===== src/rtl/axis_burst_gen.sv =====
// AXI-Stream burst generator: LEN-beat bursts of a run-relative ramp, GAP idle cycles
// between bursts, NBURST bursts per run (0 = until stopped).
module axis_burst_gen #(
  parameter int AXIS_OUT_DW = 32,
  parameter int LEN_W       = 32,
  parameter int NB_W        = 16
) (
  input  logic                   clk_i,
  input  logic                   rst_i,
  input  logic                   start_i,
  input  logic                   stop_i,
  input  logic [LEN_W-1:0]       len_i,
  input  logic [LEN_W-1:0]       gap_i,
  input  logic [NB_W-1:0]        nburst_i,
  output logic [AXIS_OUT_DW-1:0] m_axis_tdata,
  output logic                   m_axis_tvalid,
  input  logic                   m_axis_tready,
  output logic                   m_axis_tlast,
  output logic                   busy_o,
  output logic                   done_o,
  output logic [NB_W-1:0]        burst_cnt_o
);

  typedef enum logic [1:0] {
    ST_IDLE  = 2'd0,
    ST_BURST = 2'd1,
    ST_GAP   = 2'd2
  } state_t;

  state_t           state;
  logic [LEN_W-1:0] len_q;
  logic [LEN_W-1:0] gap_q;
  logic [NB_W-1:0]  nburst_q;
  logic [LEN_W-1:0] beat_cnt;
  logic [LEN_W-1:0] gap_cnt;
  logic             stop_pend;

  logic             xfer;
  logic             stop_now;
  logic             run_end;
  logic [NB_W-1:0]  burst_next;
  logic [LEN_W-1:0] beat_next;
  logic             first_last;
  logic             gap_done;

  // Next-state helpers; a stop arriving in the same cycle as the decision point counts as pending.
  always_comb begin
    xfer       = m_axis_tvalid & m_axis_tready;
    stop_now   = stop_pend | stop_i;
    burst_next = burst_cnt_o + NB_W'(1);
    beat_next  = beat_cnt + LEN_W'(1);
    first_last = (len_q == LEN_W'(1));
    gap_done   = (gap_cnt == (gap_q - LEN_W'(1)));
    if ((nburst_q != '0) && (burst_next == nburst_q)) begin
      run_end = 1'b1;
    end else begin
      run_end = stop_now;
    end
  end

  // Burst FSM with all stream and status outputs registered.
  always_ff @(posedge clk_i) begin
    if (rst_i) begin
      state         <= ST_IDLE;
      len_q         <= '0;
      gap_q         <= '0;
      nburst_q      <= '0;
      beat_cnt      <= '0;
      gap_cnt       <= '0;
      stop_pend     <= 1'b0;
      m_axis_tdata  <= '0;
      m_axis_tvalid <= 1'b0;
      m_axis_tlast  <= 1'b0;
      busy_o        <= 1'b0;
      done_o        <= 1'b0;
      burst_cnt_o   <= '0;
    end else begin
      done_o <= 1'b0;
      case (state)
        ST_IDLE: begin
          stop_pend <= 1'b0;
          if (start_i && (len_i != '0)) begin
            len_q         <= len_i;
            gap_q         <= gap_i;
            nburst_q      <= nburst_i;
            beat_cnt      <= '0;
            gap_cnt       <= '0;
            burst_cnt_o   <= '0;
            m_axis_tdata  <= '0;
            m_axis_tvalid <= 1'b1;
            m_axis_tlast  <= (len_i == LEN_W'(1));
            busy_o        <= 1'b1;
            state         <= ST_BURST;
          end
        end

        ST_BURST: begin
          stop_pend <= stop_now;
          if (xfer) begin
            m_axis_tdata <= m_axis_tdata + AXIS_OUT_DW'(1);
            if (m_axis_tlast) begin
              burst_cnt_o <= burst_next;
              beat_cnt    <= '0;
              if (run_end) begin
                m_axis_tvalid <= 1'b0;
                m_axis_tlast  <= 1'b0;
                busy_o        <= 1'b0;
                done_o        <= 1'b1;
                stop_pend     <= 1'b0;
                state         <= ST_IDLE;
              end else if (gap_q != '0) begin
                m_axis_tvalid <= 1'b0;
                m_axis_tlast  <= 1'b0;
                gap_cnt       <= '0;
                state         <= ST_GAP;
              end else begin
                // back-to-back: tvalid stays high into the next burst
                m_axis_tlast <= first_last;
              end
            end else begin
              beat_cnt     <= beat_next;
              m_axis_tlast <= (beat_next == (len_q - LEN_W'(1)));
            end
          end
        end

        ST_GAP: begin
          if (stop_now) begin
            busy_o    <= 1'b0;
            done_o    <= 1'b1;
            stop_pend <= 1'b0;
            state     <= ST_IDLE;
          end else if (gap_done) begin
            beat_cnt      <= '0;
            m_axis_tvalid <= 1'b1;
            m_axis_tlast  <= first_last;
            state         <= ST_BURST;
          end else begin
            gap_cnt <= gap_cnt + LEN_W'(1);
          end
        end

        default: begin
          m_axis_tvalid <= 1'b0;
          m_axis_tlast  <= 1'b0;
          busy_o        <= 1'b0;
          stop_pend     <= 1'b0;
          state         <= ST_IDLE;
        end
      endcase
    end
  end

endmodule

===== config.mk =====
export PLATFORM = sky130hd
export DESIGN_NAME = axis_burst_gen
export DESIGN_NICKNAME = d
export VERILOG_FILES = /design/src/rtl/axis_burst_gen.sv
export SDC_FILE = /design/constraint.sdc
export NUM_CORES = 1
export LEC_CHECK = 0
export ABC_AREA = 1
export BUFFER_PORTS_ARGS = -buffer_cell sky130_fd_sc_hd__buf_2
export CORE_MARGIN = 8
export CORE_UTILIZATION = 50
export CTS_BUF_LIST = sky130_fd_sc_hd__clkbuf_8
export DETAILED_ROUTE_END_ITERATION = 12
export PLACE_DENSITY = 0.69
export SYNTH_ARGS = -nofsm -noshare
export SYNTH_HDL_FRONTEND = slang
export SYNTH_SLANG_ARGS = --single-unit

===== constraint.sdc =====
create_clock -name clk_i -period 3.03 [get_ports clk_i]
set_input_delay 0.1515 -clock clk_i [delete_from_list [all_inputs] [get_ports clk_i]]
set_output_delay 0.1515 -clock clk_i [all_outputs]
set_load 0.02 [all_outputs]

# Yosys cells after proc, flatten, opt, wreduce, memory -nomap -nowiden

Cells that the tools add are included.

Bits in registers: 199
Input port bits: 85

Add/subtract/negate cells: 6
Muxes and demuxes: 58
Equality and inequality tests: 19
Bitwise logic cells: 2
Reduce and logical (&&, ||, !) cells: 17

Operator list:

| cell                    | count |
|---|---|
| $mux W32                | 12 |
| $pmux W32 S3            | 2 |
| $add A32 B1 Y32 const B | 3 |
| $eq A32 B1 Y1 const B   | 2 |
| $eq A32 B32 Y1          | 2 |
| $pmux W32 S2            | 1 |
| $reduce_bool A32 Y1     | 2 |
| $sub A32 B1 Y32 const B | 2 |
| $mux W16                | 3 |
| $pmux W16 S2            | 1 |
| $mux W1                 | 26 |
| $ne A2 B2 Y1 const B    | 10 |
| $add A16 B1 Y16 const B | 1 |
| $eq A16 B16 Y1          | 1 |
| $reduce_bool A16 Y1     | 1 |
| $reduce_and A5 Y1       | 3 |
| $mux W2                 | 7 |
| $pmux W1 S3             | 3 |
| $reduce_and A4 Y1       | 2 |
| $reduce_and A8 Y1       | 1 |
| $ne A3 B3 Y1 const B    | 2 |
| $pmux W2 S3             | 1 |
| $reduce_and A6 Y1       | 1 |
| $pmux W1 S2             | 2 |
| 10 further kinds        | 11 |

# Logic depth before layout (Yosys ltp)

Gate-level depths: netlist (run 1).

Depth after elaboration: 8
Depth in mapped cells: 21
Depth with buffers taken out: 21

# Worst setup path before layout (run 1)

OpenSTA, ideal clock, no wires.

Path type: reg-to-reg
From: register burst_cnt_o[0]
To: register gap_cnt[24]
Stages on the path, launching flop included: 20
Library setup time: 132 ps
Path slack: 581 ps
Path buffers: 1
Arrival time: 2317 ps
Cells stage by stage: dfxtp_1 > ha_1 > nand2_1 > nor2_2 > nand2_1 > nor2_2 > nand2_1 > nand2_1 > nand2_1 > nand2_1 > nand2_1 > nand3_1 > nor2_1 > nand2_1 > nand3_2 > o21ai_2 > nand3_2 > buf_6 > nand2_1 > a21oi_1

Cells in the longest elaborated chain, start to end: 6

RTL lines:

| element                     | line | text |
|---|---|---|
| from (decl)                 | 21   | `output logic [NB_W-1:0] burst_cnt_o` |
| from (signal assigned)      | 102  | `burst_cnt_o <= burst_next;` |
| $add A16 B1 Y16             | 50   | `burst_next = burst_cnt_o + NB_W'(1);` |
| $eq A16 B16 Y1              | 54   | `if ((nburst_q != '0) && (burst_next == nburst_q)) begin` |
| $logic_and A1 B1 Y1         | 54   |  |
| $mux W1                     | 54   |  |
| $ne A2 B2 Y1 (no line)      | n/a  |  |
| $reduce_and A8 Y1 (no line) | n/a  |  |
| to (signal assigned)        | 139  | `gap_cnt <= gap_cnt + LEN_W'(1);` |
| to (decl)                   | 35   | `logic [LEN_W-1:0] gap_cnt;` |

No other way between the ends.
A chain may end at the register's enable or synchronous reset.

# Worst setup path in the final report (run 1)

From: input port len_i[12]
To: register burst_cnt_o[12]

Cells in the longest elaborated chain, start to end: 4

RTL lines:

| element                     | line | text |
|---|---|---|
| from (decl)                 | 12   | `input logic [LEN_W-1:0] len_i,` |
| $reduce_bool A32 Y1         | 82   | `if (start_i && (len_i != '0)) begin` |
| $logic_and A1 B1 Y1         | 82   |  |
| $ne A2 B2 Y1 (no line)      | n/a  |  |
| $reduce_and A4 Y1 (no line) | n/a  |  |

No other way between the ends.

==> flow_metrics.tcl, run 1 <==
set metrics [dict create \
    yosysWarnings 0 \
    tightestPinTransition_ps 900 \
    reg2reg_from "gap_q[0]$_SDFFE_PP0P_" \
    die_area_sq_um 33100 \
    fmax_ghz 0.363 \
    worst-setup-path-type "input pin to register" \
    drc_errors 0 \
    setup_violations 0 \
    p_per_area_nw_per_um2 664 \
    fp.dieW_um 182 \
    firstDrtPassIters 5 \
    cts_tree "done" \
    cts_root_buf "clkbuf_8" \
    holdWs_ps 36.9 \
    io-pin-count 137 \
    grt_antenna_before_repair 2 \
    ys_types 38 \
    irDropWorstVdd_uv 405 \
    p_sw_mw 5.22 \
    cts_buffers 17 \
    slew_violations 0 \
    p_comb_frac 0.506 \
    syn_area_per_cell_sq_um 5.88 \
    worst_setup_path_start_kind "input pin" \
    clock_skew_ps 24.2 \
    fp.dieH_um 182 \
    r2r_slack_ps 280 \
    ys_ff_latch 199 \
    dpl-instance-area_sq_um 14800 \
    synth_top_area_frac 0.289 \
    grt_max_degree 117 \
    cts.sinks 199 \
    worst_setup_path_end_kind "register" \
    dp_cells 2768 \
    worst_skew_pair.late_latency_ps 500 \
    drive_above_1_share 0.0902 \
    initial_core_util 0.510 \
    clk_pin_slew_ps 110 \
    power_switching_share 0.491 \
    dp_hpwl_um 34000 \
    nNetsFinal 2622 \
    p_int_mw 5.41 \
    period_share 0.910 \
    synthCells 2344 \
    coreArea_sq_um 27000 \
    io_buffer_count 136 \
    drtIter0Drc 1198 \
    postLayoutCellArea_sq_um 16000 \
    syn-cell-area_sq_um 13800 \
    worstPathArrival_ps 3170 \
    gp_congestion 0.973 \
    path_max_fanout 15 \
    area_growth_pct 16.1 \
    critPathLaunch "len_i[12]" \
    yosys.area.top_type "dfxtp_1" \
    grt_pass1_vias 14400 \
    ant_nets 0 \
    grt_pass1_wl_um 72700 \
    routed_wl_um 45200 \
    outcome "completed" \
    instances_no_fill 2883 \
    r2r-end "beat_cnt[1]$_SDFFE_PP0P_" \
    grt_usage 0.267 \
    seqPwrFrac 0.332 \
    final_util 0.593 \
    r2r_cells 18 \
    crit_end "burst_cnt_o[12]$_SDFFE_PP0P_" \
    dr_total_vias 15400 \
    final.min_clock_period_ps 2760 \
    synth_nets 2440 \
    ys_seq_area_frac 0.289 \
    synthTopCellsByArea "dfxtp_1 (29%), nand2_1 (19%), nor2_1 (10%), inv_1 (6.6%), a21oi_1 (6.2%)" \
    rsz0062_at_grt "false" \
    fin_ws_ps 273 \
    post_drt_wl_per_cell_um 15.7 \
    maxCapViolCount 0 \
    p_leak_nw 6.68 \
    hold_class "input pin to register" \
    power_mw 10.6 \
    tns_ps 0 \
    viasPerCell 5.35 \
    clock_path_buffers 2 \
    grt_overflow 0 \
    slew_headroom 0.398 \
    clock_power_share 0.162 \
    dp_slack_ps 178 \
    crit_required_ps 3450 \
    final_hold_viol_count 0 \
    htreeDepth 4 \
    rows 60 \
]
-- routing by layer --
layer	GRT usage	wire length [um]	up-vias
met5	0	0	-
met4	0.0994	1380	0
met3	0.0429	2600	73
met2	0.453	21300	494
met1	0.336	19900	7008
li1	-	-	7844
-- worst min path at each step --
stage,to,slack (ps),cells past startpoint,startpoint
detailed placement,gap_q[2]$_SDFFE_PP0P_,440,3,gap_i[2]
global route,len_q[9]$_SDFFE_PP0P_,10,3,len_i[9]
floorplan,len_q[0]$_SDFFE_PP0P_,330,2,len_i[0]
finish,len_q[9]$_SDFFE_PP0P_,40,3,len_i[9]
CTS,len_q[13]$_SDFFE_PP0P_,10,3,len_i[13]
global placement,nburst_q[15]$_SDFFE_PP0P_,430,3,nburst_i[15]
-- worst max-delay path, cell delays in order --
cell	delay [ps]
dlygate4sd3_1	540
buf_2	130
nor4_1	430
nand2_1	140
nor2_1	260
nand3_1	220
nand2_1	140
nand2_1	70
nand2_1	140
nor2_2	50
inv_1	110
nor2_1	120
inv_1	400
nand2_1	100
a21oi_1	160
-- cell families after synthesis --
kind of cell             count (synthesis)  share of synthesized area
AND/OR/NAND/NOR                       1365                      0.413
buffers and inverters                  324                     0.0912
AO/OA/AOI/OAI                          321                      0.118
flip-flops                             199                      0.289
XOR/XNOR                               124                     0.0788
adder cells (fa/ha/maj)                 11                    0.00998
-- layout by cell type (no fill, tap or decap), types with 2 or more instances in the layout --
cell           synthesis  routed
nand2_1              704     704
nor2_1               373     369
inv_1                242     242
dfxtp_1              199     198
a21oi_1              170     170
buf_2                  6     135
nand3_1              120     118
o21ai_0              113     113
xor2_1                85      85
dlygate4sd3_1          0      76
nand4_1               69      69
nor3_1                45      44
xnor2_1               39      39
o21ai_1               29      29
buf_4                  0      26
nor4_1                25      25
clkbuf_8               0      17
ha_1                  11      11
nor2_2                 5       9
nand3b_1               5       5
nor2_4                 4       4
nand3_2                4       4
inv_6                  0       4
diode_2                0       3
nand2_2                3       3
or2_2                  3       3
inv_2                  2       3
and2_1                 3       3
nand3_4                1       3
clkinv_2               1       3
clkinv_4               0       3
inv_8                  0       3
buf_12                 0       3
o21bai_1               2       2
a211oi_1               2       2
clkinv_8               0       2
-- cells in the mapped netlist --
| cell type | n |
|---|---|
| a21oi_1 | 170 |
| or2_2 | 3 |
| nand3b_1 | 5 |
| o21ai_0 | 113 |
| o21a_1 | 1 |
| nand3_2 | 4 |
| ha_1 | 11 |
| o21ai_2 | 1 |
| o21ai_1 | 29 |
| o211ai_1 | 1 |
| xnor2_1 | 39 |
| buf_1 | 5 |
| nor2_2 | 5 |
| clkbuf_2 | 2 |
| buf_2 | 6 |
| clkinv_2 | 1 |
| clkinv_1 | 1 |
| nand2_1 | 704 |
| nor4_1 | 25 |
| inv_2 | 2 |
| clkbuf_1 | 61 |
| nor3b_1 | 1 |
| xor2_1 | 85 |
| nand3_4 | 1 |
| o21bai_1 | 2 |
| dfxtp_1 | 199 |
| nor3_1 | 45 |
| a211oi_1 | 2 |
| a32o_1 | 1 |
| a21o_1 | 1 |
| and2_1 | 3 |
| nand2_2 | 3 |
| inv_1 | 242 |
| nor2_1 | 373 |
| nand3_1 | 120 |
| nand4_1 | 69 |
| buf_6 | 4 |
| nor2_4 | 4 |
-- flip-flops by register name, indices dropped and copies added, names as in the netlist, 2 cells and up --
| signal | cells |
|---|---|
| m_axis_tdata | 32 |
| beat_cnt | 32 |
| len_q | 32 |
| burst_cnt_o | 16 |
| gap_q | 32 |
| state | 2 |
| gap_cnt | 32 |
| nburst_q | 16 |
-- power by group through the flow --
stage / combinational, mW / sequential [mW] / clock, mW
finish: 5.37 / 3.53 / 1.73
global route: 6.02 / 3.59 / 1.86
CTS: 5.23 / 3.52 / 1.76
detailed placement: 5.14 / 3.57 / 0
global placement: 5.07 / 3.58 / 0
floorplan: 3.88 / 3.43 / 0
-- final cells by class --
class | count | area, sq um
Tap cell | 341 | 427
Inverter | 246 | 925
Sequential cell | 199 | 3990
Clock inverter | 15 | 141
Multi-Input combinational cell | 1821 | 8590
Fill cell | 2764 | 11000
Timing Repair Buffer | 241 | 1710
Antenna cell | 3 | 7.51
Clock buffer | 17 | 234
-- what timing repair did --
action | CTS | global route
hold endpoints to repair | 76 | 0
buffers inserted | 0 | 4
setup endpoints to repair | 0 | 65
gates resized for setup | 0 | 8
hold buffers | 76 | 0
Power figures use the tool's default switching activity.
==> run 2: changes to the inputs <==
==> constraint.sdc (replaced) <==
create_clock -name clk_i -period 2.95 [get_ports clk_i]
set_input_delay 0.1475 -clock clk_i [delete_from_list [all_inputs] [get_ports clk_i]]
set_output_delay 0.1475 -clock clk_i [all_outputs]
set_load 0.02 [all_outputs]
==> flow_metrics.tcl, run 2 (synthesized netlist as in run 1, its figures left out) <==
set metrics [dict create \
    clock_skew_ps 16.5 \
    gp_congestion 0.971 \
    holdWs_ps 26.1 \
    post_drt_wl_per_cell_um 15.8 \
    io_buffer_count 136 \
    drive_above_1_share 0.0935 \
    worst_setup_path_end_kind "register" \
    routed_wl_um 45700 \
    drc_errors 0 \
    initial_core_util 0.510 \
    slew_headroom 0.192 \
    area_growth_pct 16.8 \
    grt_max_degree 117 \
    final_cell_mix "nand2_1 (704), nor2_1 (368), inv_1 (242)" \
    period_share 0.927 \
    hold_class "input pin to register" \
    critPathLaunch "gap_q[0]$_SDFFE_PP0P_" \
    final_hold_viol_count 0 \
    p_leak_nw 6.73 \
    coreArea_sq_um 27000 \
    worstPathArrival_ps 3070 \
    grt_pass1_vias 14500 \
    outcome "completed" \
    grt_pass1_wl_um 74000 \
    min-delay-start "len_i[22]" \
    cts_tree "done" \
    rsz0062_at_grt "false" \
    io-pin-count 137 \
    slew_violations 0 \
    final_util 0.596 \
    dp_slack_ps 148 \
    clk_pin_slew_ps 120 \
    nNetsFinal 2629 \
    rows 60 \
    cts.sinks 199 \
    firstDrtPassIters 6 \
    maxCapViolCount 0 \
    final.min_clock_period_ps 2730 \
    fin_ws_ps 216 \
    reg2reg_from "gap_q[0]$_SDFFE_PP0P_" \
    grt_usage 0.272 \
    cts_root_buf "clkbuf_8" \
    crit_required_ps 3290 \
    grt_antenna_before_repair 2 \
    cts_buffers 17 \
    setup_violations 0 \
    worst_setup_path_start_kind "register" \
    htreeDepth 4 \
    n_fill_cell 2662 \
    die_area_sq_um 33100 \
    ant_nets 0 \
    clock_path_buffers 2 \
    fmax_ghz 0.366 \
    fp.dieW_um 182 \
    dr_total_vias 15500 \
    fp.dieH_um 182 \
    path_max_fanout 59 \
    grt_overflow 0 \
    tns_ps 0 \
    dp_hpwl_um 34300 \
    p_per_area_nw_per_um2 689 \
    worst-setup-path-type "register to register" \
    layout_commonest_cell "nand2_1" \
    worst_skew_pair.late_latency_ps 500 \
    tightestPinTransition_ps 1210 \
    viasPerCell 5.37 \
    drtIter0Drc 1173 \
    irDropWorstVdd_uv 468 \
    power_mw 11.1 \
]
[run 2: timing repair]
action	CTS	global route
setup endpoints to repair	0	66
hold buffers	77	0
buffers inserted	0	1
gates resized for setup	0	12
endpoints found under the hold margin	77	0
[run 2: worst max-delay path, cell delays in order, from the launching register on]
cell and delay [ps]:
dfxtp_1 330, inv_1 120, ha_2 220, nand2_1 110, nor2_4 170, buf_12 130, nand2_1 100, nor2_2 140
xor2_1 160, nand3_1 100, nor2_1 170, nand3_2 140, nand2_2 140, nand3_4 100, buf_12 200, o21ai_1 160
nor2_1 60
[run 2: metrics by stage]
step | cells | cell area [sq um]
after CTS | 2886 | 16100
after global placement | 2777 | 14900
after global routing | 2888 | 16100
after detailed placement | 2777 | 14900
final | 2888 | 16100
after floorplan | 2344 | 13800
[run 2: final cells by class]
type                    instances  area, sq um  area share
clock inverters                15          166      0.0103
clock buffers                  17          234      0.0145
flip-flops and latches        199         3990       0.248
repair buffers                248         1770       0.110
diodes                          1         2.50    0.000155
inverters                     246          925      0.0574
well taps                     341          427      0.0265
multi-input cells            1821         8590       0.533
[run 2: final timing paths]
| kind | to | slack (ps) | cells after the start |
|---|---|---|---|
| setup / recovery | beat_cnt[12]$_SDFFE_PP0P_ | 220 | 16 |
| hold / removal | len_q[22]$_SDFFE_PP0P_ | 30 | 3 |
| setup reg to reg | beat_cnt[12]$_SDFFE_PP0P_ | 220 | 16 |
| hold reg to reg | m_axis_tdata[31]$_SDFFE_PP0P_ | 500 | 2 |
[run 2: power breakdown]
| part | leakage (nW) | total [mW] | switching, mW | internal, mW |
|---|---|---|---|---|
| clock | 0.208 | 1.88 | 1.17 | 0.710 |
| combinational | 4.89 | 5.58 | 3.75 | 1.83 |
| sequential | 1.63 | 3.63 | 0.497 | 3.13 |
| total | 6.73 | 11.1 | 5.42 | 5.67 |
[run 2: routing by layer]
metal  part of all wire  GRT usage  vias to the layer above  wire (um)
li1                   -          -                     7873          -
met3              0.063     0.0411                       84       2890
met5            0.00028          0                        -         13
met4              0.038      0.114                        2       1750
met1               0.43      0.347                     7059      19800
met2               0.47      0.453                      503      21300
==> run 3: changes to the inputs <==
==> constraint.sdc (replaced) <==
create_clock -name clk_i -period 2.65 [get_ports clk_i]
set_input_delay 0.1325 -clock clk_i [delete_from_list [all_inputs] [get_ports clk_i]]
set_output_delay 0.1325 -clock clk_i [all_outputs]
set_load 0.02 [all_outputs]
==> flow_metrics.tcl, run 3 (synthesized netlist as in run 1, its figures left out) <==
set metrics [dict create \
    outcome "complete, but fails checks" \
    violations "setup timing" \
    area_growth_pct 23.4 \
    maxCapViolCount 0 \
    worst_path_largest_cell_delay_ps 340 \
    grt_pass1_wl_um 75500 \
    drtIter0Drc 1407 \
    coreArea_sq_um 27000 \
    holdWs_ps 30.1 \
    cts.sinks 199 \
    tightestPinTransition_ps 867 \
    rsz0062_at_grt "true" \
    r2r_cells 18 \
    worst_skew_pair.late_latency_ps 500 \
    grt_max_degree 74 \
    p_per_area_nw_per_um2 796 \
    slew_violations 0 \
    path_cells "inv_2, ha_4, nand2_2, nor2_4, buf_4, buf_4, nand3_1, xor2_1, nand2_1, inv_1, nand2_1, nor2_2, nand3_2, nand2_4, nand3_2, clkbuf_16, o21ai_1, nor2_1" \
    p_leak_nw 7.12 \
    cts_tree "done" \
    fmax_ghz 0.362 \
    min_to "nburst_q[13]$_SDFFE_PP0P_" \
    slew_headroom 0.422 \
    initial_core_util 0.510 \
    period_share 1.04 \
    clock_path_buffers 2 \
    rows 60 \
    drive_above_1_share 0.149 \
    grt_usage 0.277 \
    crit_required_ps 3020 \
    path_max_fanout 6 \
    power_mw 13.5 \
    critPathSlowestCell "dfxtp_2" \
    cts_root_buf "clkbuf_8" \
    final_cell_mix "nand2_1 (684), nor2_1 (342), inv_1 (237)" \
    r2r_slack_ps -110 \
    clk_pin_slew_ps 110 \
    ant_nets 0 \
    final_hold_viol_count 0 \
    clock_skew_ps 15.1 \
    worst_setup_path_end_kind "register" \
    instances_no_fill 2948 \
    fp.dieH_um 182 \
    tns_ps -2030 \
    die_area_sq_um 33100 \
    reg2reg_from "gap_q[0]$_SDFFE_PP0P_" \
    min-delay-start "nburst_i[13]" \
    final_util 0.630 \
    fin_ws_ps -112 \
    min_delay_path_depth 3 \
    worst_setup_path_start_kind "register" \
    htreeDepth 4 \
    layout_commonest_cell "nand2_1" \
    setup_violations 32 \
    dp_hpwl_um 35300 \
    grt_pass1_vias 14900 \
    fp.dieW_um 182 \
    io_buffer_count 136 \
    firstDrtPassIters 6 \
    worstPathArrival_ps 3130 \
    worst-setup-path-type "register to register" \
    routed_wl_um 47700 \
    hold_class "input pin to register" \
    viasPerCell 5.43 \
    cts_buffers 17 \
    r2r-end "beat_cnt[21]$_SDFFE_PP0P_" \
    gp_congestion 0.975 \
    grt_overflow 0 \
    post_drt_wl_per_cell_um 16.2 \
    drc_errors 0 \
    final.min_clock_period_ps 2760 \
    diodes 0 \
    grt_antenna_before_repair 1 \
    irDropWorstVdd_uv 561 \
    nNetsFinal 2690 \
    io-pin-count 137 \
    dp_cells 2827 \
    dr_total_vias 16000 \
]
## run 3: changes by cell type in the layout (fill, tap and decap cells not counted), sizes merged
cell,change
buf,+59
clkbuf,+6
dlygate4sd3,-4
clkinv,-3
clkinvlp,+3
bufinv,-1
diode,-1
nand3,+1
## run 3: layout make-up
| cell class | count | area, sq um |
|---|---|---|
| tap | 341 | 427 |
| clock inverter | 14 | 135 |
| fill | 2633 | 10000 |
| inverter | 246 | 925 |
| multi-input combinational | 1822 | 8910 |
| sequential | 199 | 3990 |
| clock buffer | 18 | 248 |
| timing repair buffer | 308 | 2380 |
## run 3: power by group
part | switching [mW] | internal (mW)
clock network | 1.29 | 0.722
logic | 4.71 | 2.77
registers | 0.558 | 3.49
total | 6.56 | 6.99
## run 3: worst max path at each step
stage / cells past startpoint / end / slack (ps) / from
after floorplan: 19 / gap_cnt[24]$_SDFFE_PP0P_ / 200 / burst_cnt_o[0]$_SDFFE_PP0P_
after global placement: 16 / beat_cnt[17]$_SDFFE_PP0P_ / 30 / gap_q[20]$_SDFFE_PP0P_
after detailed placement: 17 / beat_cnt[10]$_SDFFE_PP0P_ / -20 / gap_q[0]$_SDFFE_PP0P_
after CTS: 17 / beat_cnt[10]$_SDFFE_PP0P_ / 2 / gap_q[0]$_SDFFE_PP0P_
after global routing: 15 / beat_cnt[22]$_SDFFE_PP0P_ / -190 / gap_q[22]$_SDFFE_PP0P_
final: 18 / beat_cnt[21]$_SDFFE_PP0P_ / -110 / gap_q[0]$_SDFFE_PP0P_
## run 3: metal layers
metal | up-vias | GRT usage | routed length (um)
met4 | 2 | 0.133 | 2170
met1 | 7325 | 0.345 | 20500
met5 | - | 0 | 11
met2 | 548 | 0.462 | 22200
li1 | 8003 | - | -
met3 | 121 | 0.0439 | 2820
## run 3: worst max-delay path: cells and delay by family, from the launching register on
kind	cells	cell delay, ps
AND/OR/NAND/NOR	10	1260
buffers and inverters	5	610
flip-flops	1	340
XOR/XNOR	1	180
adder cells (fa/ha/maj)	1	140
AO/OA/AOI/OAI	1	110
## run 3: through the flow
step / cell area [sq um] / setup WS [ps]
detailed placement: 15300 / -16.1
global placement: 15300 / 29.0
finish: 17000 / -112
floorplan: 13800 / 201
global route: 17000 / -188
CTS: 16400 / 2.39
## run 3: what timing repair did
item,in CTS,in global routing
endpoints found under the hold margin,73,0
gates resized for setup,2,120
gates cloned,0,8
hold buffers,73,0
setup buffers,0,8
pin swaps,0,22
endpoints found under the setup margin,28,103
